<file path="src/rtl/modbus_rtu_master_if.sv">
// Bus bundle for the Modbus RTU master: command request, UART TX/RX byte streams, response.
// The master modport is the engine side; the slave modport is the SoC/UART side.
interface modbus_rtu_master_if;
  logic        i_cmd_valid;
  logic        o_cmd_ready;
  logic [7:0]  i_cmd_slave;
  logic [7:0]  i_cmd_func;
  logic [15:0] i_cmd_addr;
  logic [15:0] i_cmd_data;
  logic [7:0]  o_tx_data;
  logic        o_tx_valid;
  logic        i_tx_ready;
  logic [7:0]  i_rx_data;
  logic        i_rx_valid;
  logic        o_rsp_valid;
  logic [2:0]  o_rsp_status;
  logic [15:0] o_rsp_data;
  logic        o_busy;

  modport master (
    input  i_cmd_valid, i_cmd_slave, i_cmd_func, i_cmd_addr, i_cmd_data,
    input  i_tx_ready, i_rx_data, i_rx_valid,
    output o_cmd_ready, o_tx_data, o_tx_valid, o_rsp_valid, o_rsp_status, o_rsp_data, o_busy
  );

  modport slave (
    output i_cmd_valid, i_cmd_slave, i_cmd_func, i_cmd_addr, i_cmd_data,
    output i_tx_ready, i_rx_data, i_rx_valid,
    input  o_cmd_ready, o_tx_data, o_tx_valid, o_rsp_valid, o_rsp_status, o_rsp_data, o_busy
  );
endinterface

</file>
<file path="src/rtl/modbus_rtu_master.sv">
// Modbus RTU master: sends one 0x03/0x06 request frame with CRC-16 and validates the reply.
// One command in flight; the result is a single o_rsp_valid pulse with a status code.
module modbus_rtu_master #(
  parameter int unsigned TIMEOUT_CYCLES = 200000
) (
  input logic i_clk,
  input logic i_rst_n,
  modbus_rtu_master_if.master bus
);
  localparam int unsigned TW = (TIMEOUT_CYCLES > 32'd1) ? $clog2(TIMEOUT_CYCLES) : 1;
  localparam logic [TW-1:0] TMO_LAST = TW'(TIMEOUT_CYCLES - 32'd1);
  localparam logic [7:0] FN_READ  = 8'h03;
  localparam logic [7:0] FN_WRITE = 8'h06;
  localparam logic [2:0] RS_OK = 3'd0, RS_TMO = 3'd1, RS_CRC = 3'd2;
  localparam logic [2:0] RS_EXC = 3'd3, RS_MIS = 3'd4, RS_ILL = 3'd5;

  typedef enum logic [1:0] {ST_IDLE = 2'd0, ST_TX = 2'd1, ST_RX = 2'd2, ST_DONE = 2'd3} state_t;

  function automatic logic [15:0] crc16_byte(input logic [15:0] crc, input logic [7:0] din);
    logic [15:0] c;
    c = crc ^ {8'h00, din};
    for (int i = 0; i < 32'sd8; i++) begin
      c = c[0] ? ((c >> 1) ^ 16'hA001) : (c >> 1);
    end
    return c;
  endfunction

  state_t        state_r, state_nxt_s;
  logic [7:0]    slave_r, func_r, tx_data_r, tx_next_s;
  logic [15:0]   addr_r, data_r, crc_r, word_r, rsp_data_r, fin_data_s, crc_tx_s, crc_rx_s;
  logic [2:0]    tx_idx_r, rsp_status_r, fin_status_s;
  logic [3:0]    rx_cnt_r, exp_len_r;
  logic [TW-1:0] tmo_r;
  logic          exc_r, mismatch_r, tx_valid_r, rsp_valid_r, cmd_ready_r, busy_r;
  logic          cmd_acc_s, cmd_illegal_s, tx_hs_s, tx_last_s, rx_byte_s, rx_last_s;
  logic          tmo_hit_s, byte_bad_s, data_byte_s;

  assign cmd_acc_s     = bus.i_cmd_valid && cmd_ready_r;
  assign cmd_illegal_s = ((bus.i_cmd_func != FN_READ) && (bus.i_cmd_func != FN_WRITE)) ||
                         ((bus.i_cmd_slave == 8'h00) && (bus.i_cmd_func == FN_READ));
  assign tx_hs_s       = tx_valid_r && bus.i_tx_ready;
  assign tx_last_s     = tx_hs_s && (tx_idx_r == 3'd7);
  assign rx_byte_s     = (state_r == ST_RX) && bus.i_rx_valid;
  assign rx_last_s     = rx_byte_s && (rx_cnt_r >= 4'd2) && (rx_cnt_r == exp_len_r - 4'd1);
  assign tmo_hit_s     = (state_r == ST_RX) && !bus.i_rx_valid && (tmo_r == TMO_LAST);
  // The two CRC bytes at the end of a reply never enter the data word.
  assign data_byte_s   = (rx_cnt_r < 4'd2) || (rx_cnt_r < exp_len_r - 4'd2);
  assign crc_tx_s      = crc16_byte(crc_r, tx_data_r);
  assign crc_rx_s      = crc16_byte(crc_r, bus.i_rx_data);

  assign bus.o_cmd_ready  = cmd_ready_r;
  assign bus.o_busy       = busy_r;
  assign bus.o_tx_data    = tx_data_r;
  assign bus.o_tx_valid   = tx_valid_r;
  assign bus.o_rsp_valid  = rsp_valid_r;
  assign bus.o_rsp_status = rsp_status_r;
  assign bus.o_rsp_data   = rsp_data_r;

  // FSM state register
  always_ff @(posedge i_clk or negedge i_rst_n) begin
    if (!i_rst_n) state_r <= ST_IDLE;
    else          state_r <= state_nxt_s;
  end

  // FSM next-state logic
  always_comb begin
    state_nxt_s = state_r;
    case (state_r)
      ST_IDLE: if (cmd_acc_s) state_nxt_s = cmd_illegal_s ? ST_DONE : ST_TX;
               else           state_nxt_s = ST_IDLE;
      ST_TX:   if (tx_last_s) state_nxt_s = (slave_r == 8'h00) ? ST_DONE : ST_RX;
               else           state_nxt_s = ST_TX;
      ST_RX:   if (rx_last_s || tmo_hit_s) state_nxt_s = ST_DONE;
               else                        state_nxt_s = ST_RX;
      ST_DONE: state_nxt_s = ST_IDLE;
      default: state_nxt_s = ST_IDLE;
    endcase
  end

  // Request byte following the one just handed to the UART
  always_comb begin
    tx_next_s = 8'h00;
    case (tx_idx_r)
      3'd0:    tx_next_s = func_r;
      3'd1:    tx_next_s = addr_r[15:8];
      3'd2:    tx_next_s = addr_r[7:0];
      3'd3:    tx_next_s = (func_r == FN_READ) ? 8'h00 : data_r[15:8];
      3'd4:    tx_next_s = (func_r == FN_READ) ? 8'h01 : data_r[7:0];
      3'd5:    tx_next_s = crc_tx_s[7:0];
      3'd6:    tx_next_s = crc_r[15:8];
      default: tx_next_s = 8'h00;
    endcase
  end

  // Per-byte reply consistency check; exception replies carry no echo fields
  always_comb begin
    byte_bad_s = 1'b0;
    case (rx_cnt_r)
      4'd0:    byte_bad_s = (bus.i_rx_data != slave_r);
      4'd1:    byte_bad_s = (bus.i_rx_data[6:0] != func_r[6:0]);
      4'd2:    if (exc_r)                  byte_bad_s = 1'b0;
               else if (func_r == FN_READ) byte_bad_s = (bus.i_rx_data != 8'h02);
               else                        byte_bad_s = (bus.i_rx_data != addr_r[15:8]);
      4'd3:    byte_bad_s = !exc_r && (func_r == FN_WRITE) && (bus.i_rx_data != addr_r[7:0]);
      4'd4:    byte_bad_s = !exc_r && (func_r == FN_WRITE) && (bus.i_rx_data != data_r[15:8]);
      4'd5:    byte_bad_s = !exc_r && (func_r == FN_WRITE) && (bus.i_rx_data != data_r[7:0]);
      default: byte_bad_s = 1'b0;
    endcase
  end

  // Final status with priority CRC > mismatch > exception > OK
  always_comb begin
    fin_status_s = RS_OK;
    fin_data_s   = word_r;
    if (crc_rx_s != 16'h0000) begin
      fin_status_s = RS_CRC;
      fin_data_s   = 16'h0000;
    end else if (mismatch_r || byte_bad_s) begin
      fin_status_s = RS_MIS;
      fin_data_s   = 16'h0000;
    end else if (exc_r) begin
      fin_status_s = RS_EXC;
      fin_data_s   = {8'h00, word_r[7:0]};
    end else begin
      fin_status_s = RS_OK;
      fin_data_s   = word_r;
    end
  end

  // Datapath: command latch, TX serialiser, RX collector, timeout and response outputs
  always_ff @(posedge i_clk or negedge i_rst_n) begin
    if (!i_rst_n) begin
      slave_r <= 8'h00;  func_r <= 8'h00;  addr_r <= 16'h0000;  data_r <= 16'h0000;
      crc_r <= 16'hFFFF; word_r <= 16'h0000;
      tx_idx_r <= 3'd0;  tx_data_r <= 8'h00;  tx_valid_r <= 1'b0;
      rx_cnt_r <= 4'd0;  exp_len_r <= 4'd8;  exc_r <= 1'b0;  mismatch_r <= 1'b0;
      tmo_r <= '0;
      rsp_valid_r <= 1'b0;  rsp_status_r <= RS_OK;  rsp_data_r <= 16'h0000;
      cmd_ready_r <= 1'b1;  busy_r <= 1'b0;
    end else begin
      rsp_valid_r <= 1'b0;
      cmd_ready_r <= (state_nxt_s == ST_IDLE);
      busy_r      <= (state_nxt_s != ST_IDLE);
      case (state_r)
        ST_IDLE: if (cmd_acc_s) begin
          slave_r  <= bus.i_cmd_slave;
          func_r   <= bus.i_cmd_func;
          addr_r   <= bus.i_cmd_addr;
          data_r   <= bus.i_cmd_data;
          crc_r    <= 16'hFFFF;
          tx_idx_r <= 3'd0;
          if (cmd_illegal_s) begin
            rsp_valid_r  <= 1'b1;
            rsp_status_r <= RS_ILL;
            rsp_data_r   <= 16'h0000;
          end else begin
            tx_valid_r <= 1'b1;
            tx_data_r  <= bus.i_cmd_slave;
          end
        end
        ST_TX: if (tx_hs_s) begin
          tx_idx_r <= tx_idx_r + 3'd1;
          if (tx_idx_r <= 3'd5) crc_r <= crc_tx_s;
          if (tx_idx_r == 3'd7) begin
            tx_valid_r <= 1'b0;
            tx_data_r  <= 8'h00;
            if (slave_r == 8'h00) begin
              rsp_valid_r  <= 1'b1;
              rsp_status_r <= RS_OK;
              rsp_data_r   <= data_r;
            end else begin
              crc_r      <= 16'hFFFF;
              rx_cnt_r   <= 4'd0;
              exp_len_r  <= 4'd8;
              exc_r      <= 1'b0;
              mismatch_r <= 1'b0;
              word_r     <= 16'h0000;
              tmo_r      <= '0;
            end
          end else begin
            tx_data_r <= tx_next_s;
          end
        end
        ST_RX: if (rx_byte_s) begin
          crc_r    <= crc_rx_s;
          rx_cnt_r <= rx_cnt_r + 4'd1;
          tmo_r    <= '0;
          if (byte_bad_s) mismatch_r <= 1'b1;
          if (data_byte_s) word_r <= {word_r[7:0], bus.i_rx_data};
          if (rx_cnt_r == 4'd1) begin
            exc_r     <= bus.i_rx_data[7];
            exp_len_r <= bus.i_rx_data[7] ? 4'd5 : ((func_r == FN_READ) ? 4'd7 : 4'd8);
          end
          if (rx_last_s) begin
            rsp_valid_r  <= 1'b1;
            rsp_status_r <= fin_status_s;
            rsp_data_r   <= fin_data_s;
          end
        end else if (tmo_hit_s) begin
          rsp_valid_r  <= 1'b1;
          rsp_status_r <= RS_TMO;
          rsp_data_r   <= 16'h0000;
        end else begin
          tmo_r <= tmo_r + 1'b1;
        end
        ST_DONE: rsp_valid_r <= 1'b0;
        default: rsp_valid_r <= 1'b0;
      endcase
    end
  end
endmodule

</file>
<file path="src/flat_wrapper.sv">
// flat-port wrapper written by rule: the top's interface ports become plain ports
module modbus_rtu_master_flat 
#(
  parameter int unsigned TIMEOUT_CYCLES = 200000
)
  (i_clk, i_rst_n, bus_i_cmd_valid, bus_i_cmd_slave, bus_i_cmd_func, bus_i_cmd_addr, bus_i_cmd_data, bus_i_tx_ready, bus_i_rx_data, bus_i_rx_valid, bus_o_cmd_ready, bus_o_tx_data, bus_o_tx_valid, bus_o_rsp_valid, bus_o_rsp_status, bus_o_rsp_data, bus_o_busy);
  modbus_rtu_master_if bus_i ();
  input logic i_clk;
  input logic i_rst_n;
  input wire logic [$bits(bus_i.i_cmd_valid)-1:0] bus_i_cmd_valid;
  input wire logic [$bits(bus_i.i_cmd_slave)-1:0] bus_i_cmd_slave;
  input wire logic [$bits(bus_i.i_cmd_func)-1:0] bus_i_cmd_func;
  input wire logic [$bits(bus_i.i_cmd_addr)-1:0] bus_i_cmd_addr;
  input wire logic [$bits(bus_i.i_cmd_data)-1:0] bus_i_cmd_data;
  input wire logic [$bits(bus_i.i_tx_ready)-1:0] bus_i_tx_ready;
  input wire logic [$bits(bus_i.i_rx_data)-1:0] bus_i_rx_data;
  input wire logic [$bits(bus_i.i_rx_valid)-1:0] bus_i_rx_valid;
  output wire logic [$bits(bus_i.o_cmd_ready)-1:0] bus_o_cmd_ready;
  output wire logic [$bits(bus_i.o_tx_data)-1:0] bus_o_tx_data;
  output wire logic [$bits(bus_i.o_tx_valid)-1:0] bus_o_tx_valid;
  output wire logic [$bits(bus_i.o_rsp_valid)-1:0] bus_o_rsp_valid;
  output wire logic [$bits(bus_i.o_rsp_status)-1:0] bus_o_rsp_status;
  output wire logic [$bits(bus_i.o_rsp_data)-1:0] bus_o_rsp_data;
  output wire logic [$bits(bus_i.o_busy)-1:0] bus_o_busy;
  assign bus_i.i_cmd_valid = bus_i_cmd_valid;
  assign bus_i.i_cmd_slave = bus_i_cmd_slave;
  assign bus_i.i_cmd_func = bus_i_cmd_func;
  assign bus_i.i_cmd_addr = bus_i_cmd_addr;
  assign bus_i.i_cmd_data = bus_i_cmd_data;
  assign bus_i.i_tx_ready = bus_i_tx_ready;
  assign bus_i.i_rx_data = bus_i_rx_data;
  assign bus_i.i_rx_valid = bus_i_rx_valid;
  assign bus_o_cmd_ready = bus_i.o_cmd_ready;
  assign bus_o_tx_data = bus_i.o_tx_data;
  assign bus_o_tx_valid = bus_i.o_tx_valid;
  assign bus_o_rsp_valid = bus_i.o_rsp_valid;
  assign bus_o_rsp_status = bus_i.o_rsp_status;
  assign bus_o_rsp_data = bus_i.o_rsp_data;
  assign bus_o_busy = bus_i.o_busy;
  modbus_rtu_master #(.TIMEOUT_CYCLES(TIMEOUT_CYCLES)) u_core (.i_clk(i_clk), .i_rst_n(i_rst_n), .bus(bus_i));
endmodule
</file>
<file path="config.mk">
export PLATFORM = sky130hd
export DESIGN_NAME = modbus_rtu_master_flat
export DESIGN_NICKNAME = d
export VERILOG_FILES = /design/src/rtl/modbus_rtu_master_if.sv /design/src/rtl/modbus_rtu_master.sv /design/src/flat_wrapper.sv
export SDC_FILE = /design/constraint.sdc
export NUM_CORES = 1
export LEC_CHECK = 0
export ABC_AREA = 1
export BUFFER_PORTS_ARGS = -buffer_cell sky130_fd_sc_hd__buf_2
export CORE_MARGIN = 1.5
export CORE_UTILIZATION = 25
export DETAILED_ROUTE_END_ITERATION = 6
export PLACE_DENSITY = 0.44
export SYNTH_ARGS = -nofsm -noshare
export SYNTH_HDL_FRONTEND = slang
export SYNTH_SLANG_ARGS = --single-unit
</file>
<file path="constraint.sdc">
create_clock -name i_clk -period 3.2 [get_ports i_clk]
set_clock_uncertainty 0.1 [all_clocks]
set_input_delay 0 -clock i_clk [delete_from_list [all_inputs] [get_ports i_clk]]
set_output_delay 0 -clock i_clk [all_outputs]
set_load 0.01 [all_outputs]
</file>
Word level (Yosys, flattened, before mapping)
Cells that the tools add are included.

word-level totals
  register bits = 144
  input bits = 61
  output and inout bits = 31
  logic and storage cells = 247

operators by class
  $add $sub $neg = 5
  magnitude comparators = 4
  equality and inequality tests = 43
  mux-type cells = 115
  bitwise logic cells = 18
  reduce and logical (&&, ||, !) cells = 42

operator list
  kind                                                    count
  two-way mux 16 bit                                      38
  case mux 16 bit (3 select lines)                        2
  two-way mux 18 bit                                      5
  case mux 8 bit (7 select lines)                         1
  two-way mux 8 bit                                       6
  NOT 2 -> 3 bit                                          16
  two-way mux 4 bit                                       11
  inequality test 8 bit                                   5
  two-way mux 3 bit                                       12
  case mux 18 bit (2 select lines)                        1
  case mux 16 bit (2 select lines)                        1
  XOR 16 x 8 -> 16 bit                                    2
  two-way mux 1 bit                                       23
  adder 18 x 1 -> 18 bit (second input constant)          1
  equality test 18 bit (second input constant)            1
  AND reduction 6 bit                                     3
  equality test 8 x 2 -> 1 bit (second input constant)    2
  logical NOT 8 bit                                       2
  inequality test 2 x 1 -> 1 bit (second input constant)  8
  inequality test 8 x 2 -> 1 bit (second input constant)  2
  case mux 4 bit (2 select lines)                         2
  case mux 8 bit (2 select lines)                         1
  nonzero test 16 bit                                     1
  AND reduction 5 bit                                     3
  other kinds (43)                                        78

Depth between registers and ports, before layout
  word-level depth = 22
  mapped depth = 20

Least setup slack after synthesis
Ideal clock, no wire load.

  path type = register to register
  from = reg u_core.crc_r[5]
  to = reg u_core.rsp_data_r[15] (netlist: u_core.bus.o_rsp_data[15])
  library setup time = 65 ps
  data arrival time = 2773 ps
  required time = 3035 ps
  path slack = 262 ps
  stages on the path, launching flop included = 18
  buffers on the path = 0
  period minus slack after synthesis = 2938 ps
  path through = dfstp_2 -> xnor2_2 -> xnor2_1 -> xor2_1 -> xor2_1 -> ha_1 -> xor2_1 -> nor3_1 -> nand2_1 -> nor3_2 -> nand2_1 -> nor2_2 -> nand3_2 -> nor2_4 -> nand3_1 -> nand2_1 -> nand2_1 -> nand2_1

on the way
  cells in the longest elaborated chain, start to end = 16

ends and longest elaborated chain
  element                             RTL line                  source
  from (decl)                         modbus_rtu_master.sv:30   logic [15:0] addr_r, data_r, crc_r, word_r, rsp_data_r, fin_data_s, crc_tx_s, crc_rx_s;
  from (signal assigned)              modbus_rtu_master.sv:163  if (tx_idx_r <= 3'd5) crc_r <= crc_tx_s;
  from (signal assigned)              modbus_rtu_master.sv:185  crc_r <= crc_rx_s;
  XOR 16 x 8 -> 16 bit *              modbus_rtu_master.sv:21   c = crc ^ {8'h00, din};
  two-way mux 16 bit * (4 in series)  modbus_rtu_master.sv:23   c = c[0] ? ((c >> 1) ^ 16'hA001) : (c >> 1);
  NOT 2 -> 3 bit (no source line)     -
  two-way mux 16 bit * (3 in series)  modbus_rtu_master.sv:23
  NOT 2 -> 3 bit (no source line)     -
  two-way mux 16 bit *                modbus_rtu_master.sv:23
  nonzero test 16 bit *               modbus_rtu_master.sv:115  if (crc_rx_s != 16'h0000) begin
  two-way mux 16 bit *                modbus_rtu_master.sv:115
  two-way mux 16 bit *                modbus_rtu_master.sv:194  if (rx_last_s) begin
  two-way mux 16 bit *                modbus_rtu_master.sv:184  ST_RX: if (rx_byte_s) begin
  case mux 16 bit (3 select lines) *  modbus_rtu_master.sv:144  case (state_r)
  to (signal assigned)                modbus_rtu_master.sv:170  rsp_data_r <= data_r;
  to (signal assigned)                modbus_rtu_master.sv:197  rsp_data_r <= fin_data_s;
  to (decl)                           modbus_rtu_master.sv:30

Mark *: on every way between the ends. The rest lies on a longest branch, timed or not. The select of a mux whose other input is x is not followed.
A chain may end at the register's enable or synchronous reset.

Worst setup path after layout
  from = reg u_core.crc_r[4]
  to = reg u_core.rsp_data_r[1] (netlist: u_core.bus.o_rsp_data[1])

on the way
  cells in the longest elaborated chain, start to end = 16
  elaborated cells on any way between the ends = 17
  those cells by class = mux: 12; bitwise: 4; reduce/logical: 1

ends and longest elaborated chain
  element                                                                RTL line
  XOR 16 x 8 -> 16 bit *                                                 modbus_rtu_master.sv:21
  two-way mux 16 bit * (3 in series)                                     modbus_rtu_master.sv:23
  NOT 2 -> 3 bit (no source line)                                        -
  two-way mux 16 bit * (4 in series)                                     modbus_rtu_master.sv:23
  NOT 2 -> 3 bit (no source line) or two-way mux 16 bit (tied branches)  -
  two-way mux 16 bit *                                                   modbus_rtu_master.sv:23
  nonzero test 16 bit *                                                  modbus_rtu_master.sv:115
  two-way mux 16 bit *                                                   modbus_rtu_master.sv:115
  two-way mux 16 bit *                                                   modbus_rtu_master.sv:194
  two-way mux 16 bit *                                                   modbus_rtu_master.sv:184
  case mux 16 bit (3 select lines) *                                     modbus_rtu_master.sv:144

Marked as above.

==> run summary <==
The run finished, with violations left. The final reports fail on setup timing. Counting both buffers and inverters, the worst setup path holds a total of 3. After filler insertion, the fill cell instance count of the layout stands at 3724. The first detailed-routing pass took 5 iterations. For this run, the number of standard cells in the final layout without fillers is 1776. The setup slack of the most critical reg-to-reg path came out at -0.06 ns.

Global routing used 27.7% of the available met2 tracks. The post-DP HPWL is 23800 um, and the clock edge transition at the registers on the reported setup and hold paths is 0.07 ns. Mean routed wirelength per cell: 17.5 um. The power per cell area works out to 999 nW/um^2.

Dividing the synthesized area by the synthesized cell count gives 7.67 um^2. Reported max-cap violation count: 0. The worst register-to-register path has a depth of 17. The logs give 1391 for the number of nets in the finished design and 0.000457 V for the worst ir drop on vdd.

The count of yosys warnings during synthesis came out at 0. Net switching is 45.0% of the power. The analysis attributes to net switching a power of 5.02 mW. The master of the slowest instance on the critical path is dfstp_2.

For the global routing usage summed across all routing layers, the log shows 17.6%. The tools report the maximum clock rate as 307 MHz. TritonCTS built the clock tree.

Buffers inserted during clock tree synthesis total 17. For this run, design rule violations remaining after detail routing come to 0. The slew at the pin closest to its max-slew limit was 0.876 ns; the number of H-tree levels was 4. The analysis attributes to cell leakage a power of 5.41 nW.

The post-route clock period utilization is 102%. The synthesized design contains 0 enable-type register cells. The die is 190 um tall.

The hold violation total from the final report is 0. The kind of path behind the tightest hold check is input pin to register. Data arrives at the worst endpoint at 3.54 ns. The tools report the number of nets still failing antenna checks after routing as 0.

Area enclosed by the die boundary: 36100 um^2. Critical path capture point: u_core.bus.o_rsp_data[1]$_DFFE_PN0P_. Counting flops and latches in the post-synthesis netlist gives 143.

At the worst endpoint, the required time is 3.48 ns. The tree is rooted in a clkbuf_16. In this run the worst setup path begins at u_core.crc_r[4]$_DFFE_PN1P_.

The cell row count came out at 68. The number of antenna violations at the first check in global routing came out at 0. The reg-to-reg endpoint was u_core.bus.o_rsp_data[1]$_DFFE_PN0P_. The number of buffer cells added on primary ports came out at 91. The later pin in the worst-skew pair is clocked with a latency of 0.44 ns.

After detailed placement, the total cell area comes to 9880 um^2. The tools report the instance count after placement with tap cells included as 1678. The routed layout has 8308 vias.

Headroom to the max-slew limit came out at 41.4%. Total negative setup slack: -0.525 ns. Summing every instance area after synthesis gives 8750 um^2.

The run gives 34500 um^2 as the placeable core region. The worst setup path is captured at a register. The delay of the slowest critical-path stage was 0.58 ns.

Entering global routing, the biggest net connects 67 pins. In this run, the clock network consumes 18.9% of the power. Traced cell by cell, the critical path runs through xor2_4 -> xnor2_2 -> xor2_1 -> xor2_1 -> ha_1 -> xor2_1 -> nor3_1 -> nand2_1 -> buf_4 -> nor2_1 -> nand4_1 -> buf_6 -> clkinvlp_4 -> nand2_1 -> o22ai_1 -> nand2_1 -> nand2_1.

Counting every net in the synthesized netlist gives 1223. The worst register-to-register path begins at u_core.crc_r[4]$_DFFE_PN1P_. The tools report the sequential cell fraction of total power as 28.7%. The library cell used most frequently in the layout, excluding fill and tap cells, is nand2_1. The global-route track usage on met1 was 24.6%. The worst setup slack after layout was -0.0610 ns.

For this block, the routed nets add up to 31100 um of wire. The last weighted congestion value of the routability-driven placer was 0.891. The critical path runs through a total of 17 cells.

Setup repair after global routing could not meet its margin everywhere. For the gate count of the mapped netlist, the log shows 1140. The run gives 11200 um^2 as the design area. After global routing, the most crowded layer is met2. The first routing iteration left 537 violations. The starting density of the core is 25.4%, and the count of final setup violators is 17. The share of flip-flops with an asynchronous set or reset after synthesis came out at 100%. For this run, the register share of the synthesized area comes to 41.2%.

The run gives 0 as the number of max-slew violations in the final report. The tightest hold path in the finished design has a slack of 0.0162 ns. The prevailing post-synth register cell is dfrtp_1.

Compared with the post-synthesis result, the final layout area differs by 27.7%. The TritonCTS sink count was 143; the die width was 190 um. The run gives 2.69% as the fraction of met3 tracks used by global routing.

The via count of the first global-routing pass is 8115, and the number of distinct library cells after synthesis is 54. After global routing the overflow that remains totals 0. The maximum buffer depth of the clock tree was 2. The cell type with the highest occurrence count on the critical path is nand2_1. Gate family responsible for the most delay along the worst path: XOR/XNOR gates. The first global-routing pass estimated 48000 um of wire. For the total I/O pin count, the log shows 92. The shortest period the worst path allows is 3.26 ns, and the count of inserted antenna diode cells is 0. Class of the most critical setup path: register to register. The library cells used most frequently in the layout, excluding fill and tap cells, are nand2_1 (268), inv_1 (144), dfrtp_1 (125), buf_2 (90), nor2_1 (89). The portion of total power attributed to combinational logic was 52.4%. In this run the worst path has a maximum fanout of 4. The logs give 11.2 mW for the post-route total power and 6.14 mW for the cell-internal power.

The kind of start point of the critical path was a register. Routed via count divided by cell count: 4.68. The fraction of layout instances using a drive strength above 1 is 18.8%.
## metal layers
metal  up-vias  routed length, um
met5         -                  0
met4         0                578
met3        26               1420
met2       228              14300
met1      3956              14800
li1       4098                  -
## logic make-up (layout without fill, tap and decap cells)
family          count (synthesis)  in the layout  synth area share (%)
fa+ha+maj                      22             22                  3.15
xor+xnor                       54             54                  5.84
buf+inv                       201            382                  9.11
flops                         143            143                  41.2
simple gates                  486            486                  24.2
compound gates                220            220                  14.8
mux                            14             14                  1.80
## sequential cells by signal (all words and copies together) (netlist names), 4 cells and up
| signal | count |
|---|---|
| u_core.rx_cnt_r | 4 |
| u_core.word_r | 16 |
| u_core.bus.o_rsp_data | 16 |
| u_core.tmo_r | 18 |
| u_core.func_r | 8 |
| u_core.data_r | 16 |
| u_core.slave_r | 8 |
| u_core.addr_r | 16 |
| u_core.bus.o_tx_data | 8 |
| u_core.crc_r | 16 |
## tightest hold or removal path: cells and delay by family
kind                   cells  cell delay (ns)
and+or+nand+nor            1             0.08
buffers and inverters      2             0.34
AOI/OAI and AO/OA          1             0.07
## cells in the mapped netlist (2+ instances only)
| library cell | count | area, um^2 |
|---|---|---|
| a32oi_1 | 8 | 70.1 |
| a31oi_1 | 2 | 12.5 |
| nor4_1 | 7 | 43.8 |
| o21ai_0 | 58 | 290 |
| clkbuf_1 | 22 | 82.6 |
| clkinv_1 | 3 | 11.3 |
| o31ai_1 | 7 | 52.6 |
| xor2_1 | 27 | 236 |
| xor2_2 | 2 | 32.5 |
| a221oi_1 | 3 | 26.3 |
| or2_2 | 2 | 12.5 |
| dfrtp_1 | 125 | 3130 |
| a21oi_1 | 81 | 405 |
| nor2_4 | 3 | 33.8 |
| o2111ai_1 | 4 | 35.0 |
| o21a_1 | 2 | 15.0 |
| nor2_2 | 8 | 50.1 |
| nand3_1 | 48 | 240 |
| inv_1 | 144 | 541 |
| xnor2_1 | 22 | 193 |
| nor3_2 | 2 | 20.0 |
| mux2_2 | 14 | 158 |
| a22oi_1 | 11 | 82.6 |
| buf_1 | 2 | 7.51 |
| nor3_1 | 14 | 70.1 |
| o221ai_1 | 2 | 17.5 |
| a21oi_2 | 2 | 17.5 |
| ha_1 | 22 | 275 |
| o21ai_1 | 5 | 25.0 |
| xnor2_2 | 3 | 48.8 |
| a41oi_1 | 2 | 17.5 |
| dfstp_2 | 18 | 473 |
| buf_4 | 3 | 22.5 |
| o22ai_1 | 22 | 138 |
| buf_2 | 17 | 85.1 |
| inv_2 | 7 | 26.3 |
| nor2_1 | 89 | 334 |
| nand2_2 | 4 | 25.0 |
| o211ai_1 | 8 | 60.1 |
| nand4_1 | 27 | 169 |
| nand2_1 | 270 | 1010 |
| nand3_2 | 6 | 60.1 |
## what timing repair did
item | in CTS | in global routing
pin swaps | 7 | 4
endpoints found under the hold margin | 130 | 0
hold buffers | 55 | 0
resized for setup | 3 | 6
cloned | 0 | 1
setup buffers | 6 | 4
endpoints found under the setup margin | 8 | 19
## cell type report
type                       count  area, um^2  area share [%]
timing repair buffer         194        1400            12.5
tap                          455         569            5.10
inverter                     155         584            5.23
sequential                   143        3600            32.2
clock inverter                 9         131            1.18
clock buffer                  23         478            4.28
timing repair inverter         1        7.51          0.0672
multi-input combinational    796        4400            39.4
## worst min path at each step
| stage | from | to | slack (ns) | depth (start not counted) |
|---|---|---|---|---|
| 2_1_floorplan | i_rst_n | u_core.addr_r[0]$_DFFE_PN0P_ | -0.40 | 0 |
| 3_3_place_gp | i_rst_n | u_core.bus.o_rsp_data[12]$_DFFE_PN0P_ | -0.03 | 1 |
| 3_5_place_dp | i_rst_n | u_core.bus.o_rsp_data[12]$_DFFE_PN0P_ | -0.02 | 1 |
| 4_1_cts | bus_i_rx_data[2] | u_core.word_r[2]$_DFFE_PN0P_ | 0.005 | 4 |
| 5_1_grt | bus_i_rx_data[2] | u_core.word_r[2]$_DFFE_PN0P_ | 0.01 | 4 |
| 6_report | bus_i_rx_data[2] | u_core.word_r[2]$_DFFE_PN0P_ | 0.02 | 4 |
## stage by stage
step | utilization [%] | worst slack [ns]
5_1_grt | 32.4 | -0.255
3_5_place_dp | 28.7 | -0.0531
3_3_place_gp | 28.7 | 0.0258
2_1_floorplan | - | 0.262
6_report | 32.4 | -0.0610
4_1_cts | 32.2 | -0.0345
## power groups by stage
stage / Clock [mW] / Combinational, mW / Sequential [mW]
6_report: 2.10 / 5.85 / 3.20
2_1_floorplan: 0 / 3.61 / 3.08
4_1_cts: 2.15 / 5.73 / 3.20
3_5_place_dp: 0 / 5.49 / 3.22
5_1_grt: 2.23 / 6.52 / 3.29
3_3_place_gp: 0 / 5.47 / 3.23
Note: power is estimated with default switching activity, not from simulation.
